[src/rtl/cpu_pkg.sv]
// ----------------------------------------------------------------------------
// cpu_pkg : shared constants for the stack CPU (sizes, opcodes, ALU controls)
// Revision: 1.0
// ----------------------------------------------------------------------------
`default_nettype none

package cpu_pkg;

  localparam int WIDTH_DEF = 32;
  localparam int DEPTH_DEF = 16;

  // Opcodes, shared with the decoder
  localparam logic [3:0] OP_NOP    = 4'h0;
  localparam logic [3:0] OP_PUSH   = 4'h1;
  localparam logic [3:0] OP_POP    = 4'h2;
  localparam logic [3:0] OP_ADD    = 4'h3;
  localparam logic [3:0] OP_SUB    = 4'h4;
  localparam logic [3:0] OP_AND    = 4'h5;
  localparam logic [3:0] OP_OR     = 4'h6;
  localparam logic [3:0] OP_XOR    = 4'h7;
  localparam logic [3:0] OP_LOAD   = 4'h8;
  localparam logic [3:0] OP_STORE  = 4'h9;
  localparam logic [3:0] OP_JMP    = 4'hA;
  localparam logic [3:0] OP_JZ     = 4'hB;
  localparam logic [3:0] OP_CALL   = 4'hC;
  localparam logic [3:0] OP_POP_PC = 4'hD;
  localparam logic [3:0] OP_DUP    = 4'hE;
  localparam logic [3:0] OP_HALT   = 4'hF;

  // ALU control encodings
  localparam logic [2:0] ALU_ADD  = 3'd0;
  localparam logic [2:0] ALU_SUB  = 3'd1;
  localparam logic [2:0] ALU_AND  = 3'd2;
  localparam logic [2:0] ALU_OR   = 3'd3;
  localparam logic [2:0] ALU_XOR  = 3'd4;
  localparam logic [2:0] ALU_PASS = 3'd5;

endpackage : cpu_pkg

`default_nettype wire

[src/rtl/stack_ptr_ctl.sv]
// ----------------------------------------------------------------------------
// stack_ptr_ctl : next stack pointer, write index/enable and error detection
// Revision: 1.0
// ----------------------------------------------------------------------------
`default_nettype none

module stack_ptr_ctl
  import cpu_pkg::*;
#(
  parameter int DEPTH = DEPTH_DEF,
  parameter int PTR_W = $clog2(DEPTH + 1)
) (
  input  logic             read_reg1,
  input  logic             read_reg2,
  input  logic             write_reg,
  input  logic [PTR_W-1:0] sp_q_i,
  output logic [PTR_W-1:0] sp_d_o,
  output logic [PTR_W-1:0] wr_idx_o,
  output logic             wr_en_o,
  output logic             set_uflow_o,
  output logic             set_oflow_o
);

  localparam logic [PTR_W:0] DEPTH_X = (PTR_W + 1)'(DEPTH);

  // One extra bit keeps the depth comparison free of wrap-around
  logic [PTR_W:0] npop;
  logic [PTR_W:0] npush;
  logic [PTR_W:0] base;
  logic [PTR_W:0] sum;
  logic           uflow;
  logic           oflow;
  logic           legal;

  always_comb begin
    npop  = read_reg2 ? (PTR_W + 1)'(2) : (read_reg1 ? (PTR_W + 1)'(1) : '0);
    npush = write_reg ? (PTR_W + 1)'(1) : '0;
    base  = {1'b0, sp_q_i} - npop;
    sum   = base + npush;
    uflow = npop > {1'b0, sp_q_i};
    oflow = !uflow && (sum > DEPTH_X);
    legal = !uflow && !oflow;

    sp_d_o      = legal ? sum[PTR_W-1:0] : sp_q_i;
    wr_idx_o    = base[PTR_W-1:0];
    wr_en_o     = legal && write_reg;
    set_uflow_o = uflow;
    set_oflow_o = oflow;
  end

endmodule : stack_ptr_ctl

`default_nettype wire

[src/rtl/stack_regfile.sv]
// ----------------------------------------------------------------------------
// stack_regfile : register-based operand stack, top two entries read combinationally
// Revision: 1.0
// ----------------------------------------------------------------------------
`default_nettype none

module stack_regfile
  import cpu_pkg::*;
#(
  parameter int WIDTH = WIDTH_DEF,
  parameter int DEPTH = DEPTH_DEF,
  parameter int PTR_W = $clog2(DEPTH + 1)
) (
  input  logic             clk,
  input  logic             reset_n,
  input  logic             read_reg1,
  input  logic             read_reg2,
  input  logic             write_reg,
  input  logic [WIDTH-1:0] write_data,
  output logic [WIDTH-1:0] top1,
  output logic [WIDTH-1:0] top2,
  output logic [PTR_W-1:0] sp,
  output logic             empty,
  output logic             full,
  output logic             overflow,
  output logic             underflow
);

  logic [WIDTH-1:0] mem_q [DEPTH];
  logic [PTR_W-1:0] sp_q;
  logic [PTR_W-1:0] sp_d;
  logic [PTR_W-1:0] wr_idx;
  logic             wr_en;
  logic             set_uflow;
  logic             set_oflow;
  logic             oflow_q;
  logic             uflow_q;

  stack_ptr_ctl #(
    .DEPTH (DEPTH),
    .PTR_W (PTR_W)
  ) u_ptr_ctl (
    .read_reg1   (read_reg1),
    .read_reg2   (read_reg2),
    .write_reg   (write_reg),
    .sp_q_i      (sp_q),
    .sp_d_o      (sp_d),
    .wr_idx_o    (wr_idx),
    .wr_en_o     (wr_en),
    .set_uflow_o (set_uflow),
    .set_oflow_o (set_oflow)
  );

  always_ff @(posedge clk) begin
    if (!reset_n) begin
      sp_q    <= '0;
      oflow_q <= 1'b0;
      uflow_q <= 1'b0;
    end else begin
      sp_q    <= sp_d;
      oflow_q <= oflow_q | set_oflow;
      uflow_q <= uflow_q | set_uflow;
    end
  end

  // Contents are never cleared; reset only suppresses the write
  always_ff @(posedge clk) begin
    for (int i = 0; i < DEPTH; i++) begin
      if (reset_n && wr_en && (wr_idx == PTR_W'(i))) begin
        mem_q[i] <= write_data;
      end
    end
  end

  // Matching on sp rather than indexing by sp-1/sp-2 means no wrapped read is possible
  always_comb begin
    top1 = '0;
    top2 = '0;
    for (int i = 0; i < DEPTH; i++) begin
      if (sp_q == PTR_W'(i + 1)) top1 = mem_q[i];
      if (sp_q == PTR_W'(i + 2)) top2 = mem_q[i];
    end
  end

  assign sp        = sp_q;
  assign empty     = (sp_q == '0);
  assign full      = (sp_q == PTR_W'(DEPTH));
  assign overflow  = oflow_q;
  assign underflow = uflow_q;

endmodule : stack_regfile

`default_nettype wire

[config.mk]
export PLATFORM = sky130hd
export DESIGN_NAME = stack_regfile
export DESIGN_NICKNAME = d
export VERILOG_FILES = /design/src/rtl/cpu_pkg.sv /design/src/rtl/stack_ptr_ctl.sv /design/src/rtl/stack_regfile.sv
export SDC_FILE = /design/constraint.sdc
export NUM_CORES = 1
export LEC_CHECK = 0
export ABC_AREA = 1
export CAP_MARGIN = 20
export CORE_ASPECT_RATIO = 0.75
export CORE_MARGIN = 1.5
export CORE_UTILIZATION = 40
export DETAILED_ROUTE_END_ITERATION = 8
export REMOVE_ABC_BUFFERS = 1
export SYNTH_ARGS = -nofsm -noshare
export SYNTH_HDL_FRONTEND = slang
export SYNTH_SLANG_ARGS = --single-unit
[constraint.sdc]
create_clock -name clk -period 5.3 [get_ports clk]
set_clock_uncertainty 0.1 [all_clocks]
set_input_delay 0.795 -clock clk [delete_from_list [all_inputs] [get_ports clk]]
set_output_delay 0.795 -clock clk [all_outputs]
set_load 0.02 [all_outputs]
==> summary.txt <==
Flow run
  – Max_cap viols: 0

Synth
  – Largest family of logic cells by synthesized area: simple AND/OR/NAND/NOR gates
  – Synth Area in Adders: 0.283%
  – Post-synthesis simple-gate area fraction: 28.0%
  – Mean Syn Cell Area: roughly 9.4 µm²
  – Synth Warn #: 0
  – XOR/XNOR share of the synthesized area: 0.141%
  – Mapped Area: 24,800 µm²
  – Mux contribution to synthesized area: 0%
  – Yosys cell types: 30
  – Seq/Total Area, Yosys: between 60% and 70%
  – FF+latch count, synth: 519
  – Synth Instances: 2,627
  – Area fraction in compound gates after synthesis: under 10%

Hold path
  – Hold/Removal Path Class: reg -> reg
  – Hold_sp: underflow$_SDFF_PN0_
  – Cell count of the worst hold path: 2

STA
  – Final setup vio count: 0
  – FMAX: between 200 and 250 MHz
  – Slew @ Worst Pin: 918 ps
  – RSZ-0062 raised after global routing: no
  – Final WS setup: a little over 300 ps
  – Final Hold Fails: 0
  – Pins Over Slew Limit: 0
  – Slew HR: just under 40%
  – Fin Hold WS: ~370 ps
  – Setup TNS Final: 0 ps
  – Crit path time final: about 5000 ps
  – Final Cycle Share: 94.2%

Worst setup path
  – Critical Path RT: 4410 ps
  – CP startpoint kind: flip-flop
  – Worst Setup End Kind: output pin
  – Max FO, Critical Path: 46
  – WP data arrival: 4100 ps
  – Setup crit start: sp[4]$_SDFFE_PN0N_
  – R2r startpoint: sp[3]$_SDFFE_PN0N_
  – R2r worst-path depth: 11
  – Worst setup path class: reg -> out

Clocking
  – CTS clk-pin slew, worst paths: 60 ps
  – Clock buffer depth: 3
  – H-tree level count: 2
  – Post-cts sizing count: 0
  – Num CTS Buffers: 52
  – Clock root buffer: clkbuf_16
  – Hold_buf cts: 0
  – Skew-Pair Late Insertion Delay: 610 ps
  – Setup bufs post-CTS: 0
  – CTS tree: yes
  – CTS sink cnt: 519

Placed design
  – IO Port Bufs: roughly 110
  – Pre-CTS WS: 679 ps
  – HPWL after DPL: between 50,000 and 60,000 µm
  – Cell total after placement: 3,460
  – RePlAce Congestion: 0.920
  – Placed Area: 27,200 µm²

Final layout
  – Layout cell share with drive strength beyond 1: under 10%
  – Synth-to-layout area growth: 16.8%
  – Reg area: 15,500 µm²
  – Final Instance Area: 28,900 µm²
  – Fill cell count: 5,482
  – Fin cells: roughly 3,600
  – Area of the multi-input gates: 7980 µm²
  – Commonest non-fill, non-tap cell in the layout: nand2_1
  – Final Util: 47.6%
  – Most frequent cells in the layout: nand2_1 (842), edfxtp_1 (512), nand4_1 (226), inv_1 (226), nor2_1 (210)
  – Final #Nets: 2,757

Power
  – Pwr dens: 530 nW/µm²
  – Max VDD drop: 0.000385 V
  – Power Total: 15.3 mW
  – P_leak: 10.5 nW

Run status
  – Status: finished clean

Floorplan
  – Chip Width: 290 µm
  – Num rows: 78
  – Die ar.: 63,500 µm²
  – Die Y: 219 µm
  – I/O pins: 110
  – Initial Util: roughly two fifths
  – Core Footprint: 60,800 µm²

Drt
  – Vias per cell: 5.51
  – DRC: 0
  – DR iter-0 viols: 2,002
  – Routed length per instance: 21.5 µm
  – Post-route ant nets: 0
  – Via count: slightly below 20,000
  – Routed wire length: 76,300 µm
  – Detailed-router iteration count before antenna repair: 6

GRT
  – Number of global-route vias before repair: 19,300
  – GR Overflow Total: 0
  – Total Routing Usage GR: approximately a quarter
  – Global-route wire length before repair: 116,000 µm
  – Largest net degree at the start of global routing: 71
  – Antenna violations before repair: 1
-- state kept, by name, indices dropped and copies added, names as in the netlist --
register	flops
mem_q	512
sp	5
overflow	1
underflow	1
-- cells in the mapped netlist --
library cell | count | share of area [%]
nand2_1 | 842 | 13
edfxtp_1 | 512 | 62
inv_2 | 9 | 0.14
nand3b_4 | 1 | 0.081
xnor2_1 | 2 | 0.071
or2_0 | 4 | 0.10
nand3_1 | 185 | 3.7
nor2_2 | 1 | 0.025
nand4_1 | 226 | 5.7
o21ai_0 | 31 | 0.63
clkinv_1 | 3 | 0.045
nor3_1 | 22 | 0.44
clkbuf_1 | 107 | 1.6
a211oi_1 | 2 | 0.061
dfxtp_1 | 7 | 0.57
buf_2 | 25 | 0.51
a21oi_1 | 91 | 1.8
xor2_1 | 2 | 0.071
ha_1 | 4 | 0.20
inv_1 | 227 | 3.4
or2_2 | 53 | 1.3
buf_6 | 1 | 0.045
nor2_1 | 238 | 3.6
nor2_4 | 3 | 0.14
o211ai_1 | 15 | 0.45
fa_1 | 1 | 0.081
buf_1 | 10 | 0.15
nor3_2 | 1 | 0.040
and2_1 | 1 | 0.025
buf_4 | 1 | 0.030
-- worst paths after layout --
path                       endpoint  slack, ps
max reg2reg  mem_q[0][29]$_DFFE_PP_       1220
min            underflow$_SDFF_PN0_        370
max                         top1[7]        310
min reg2reg    underflow$_SDFF_PN0_        370
-- layout make-up --
cell class / count / area share, %
antenna: 1 / 0.00865
inverter: 239 / 3.10
sequential: 519 / 53.6
timing repair buffer: 178 / 6.41
tap: 800 / 3.46
clock inverter: 28 / 1.02
multi-input combinational: 1725 / 27.6
clock buffer: 64 / 4.80
-- where the power goes --
group	internal, mW	total (mW)	leakage, nW	switching, mW
clock	2.14	3.73	0.822	1.59
combinational	2.29	6.91	4.98	4.62
sequential	4.61	4.69	4.66	0.0849
-- worst max-delay path, cell delays in order (launching register included) --
cell and delay, ps:
dfxtp_1 590, inv_2 190, buf_4 330, nand3_1 180
clkinv_1 560, nand2_1 220, nand4_1 120, nand2_1 110
nand3_1 70, nand2_1 60, nand3_1 60, nand2_1 70
nand4_1 240, clkdlybuf4s50_1 630
-- routing by layer --
layer / vias to the layer above / track usage [%] / wire length [µm]
met5: - / 0 / 12
met3: 150 / 2.94 / 4940
met4: 2 / 9.60 / 2770
met1: 9495 / 31.1 / 31800
met2: 835 / 41.5 / 36800
li1: 9101 / - / -
-- cell families after synthesis --
| kind of cell | after synthesis |
|---|---|
| AND/OR/NAND/NOR | 1577 |
| flip-flops | 519 |
| buffers and inverters | 383 |
| AO/OA/AOI/OAI | 139 |
| adder cells (fa/ha/maj) | 5 |
| XOR/XNOR | 4 |
Power figures use the tool's default switching activity.
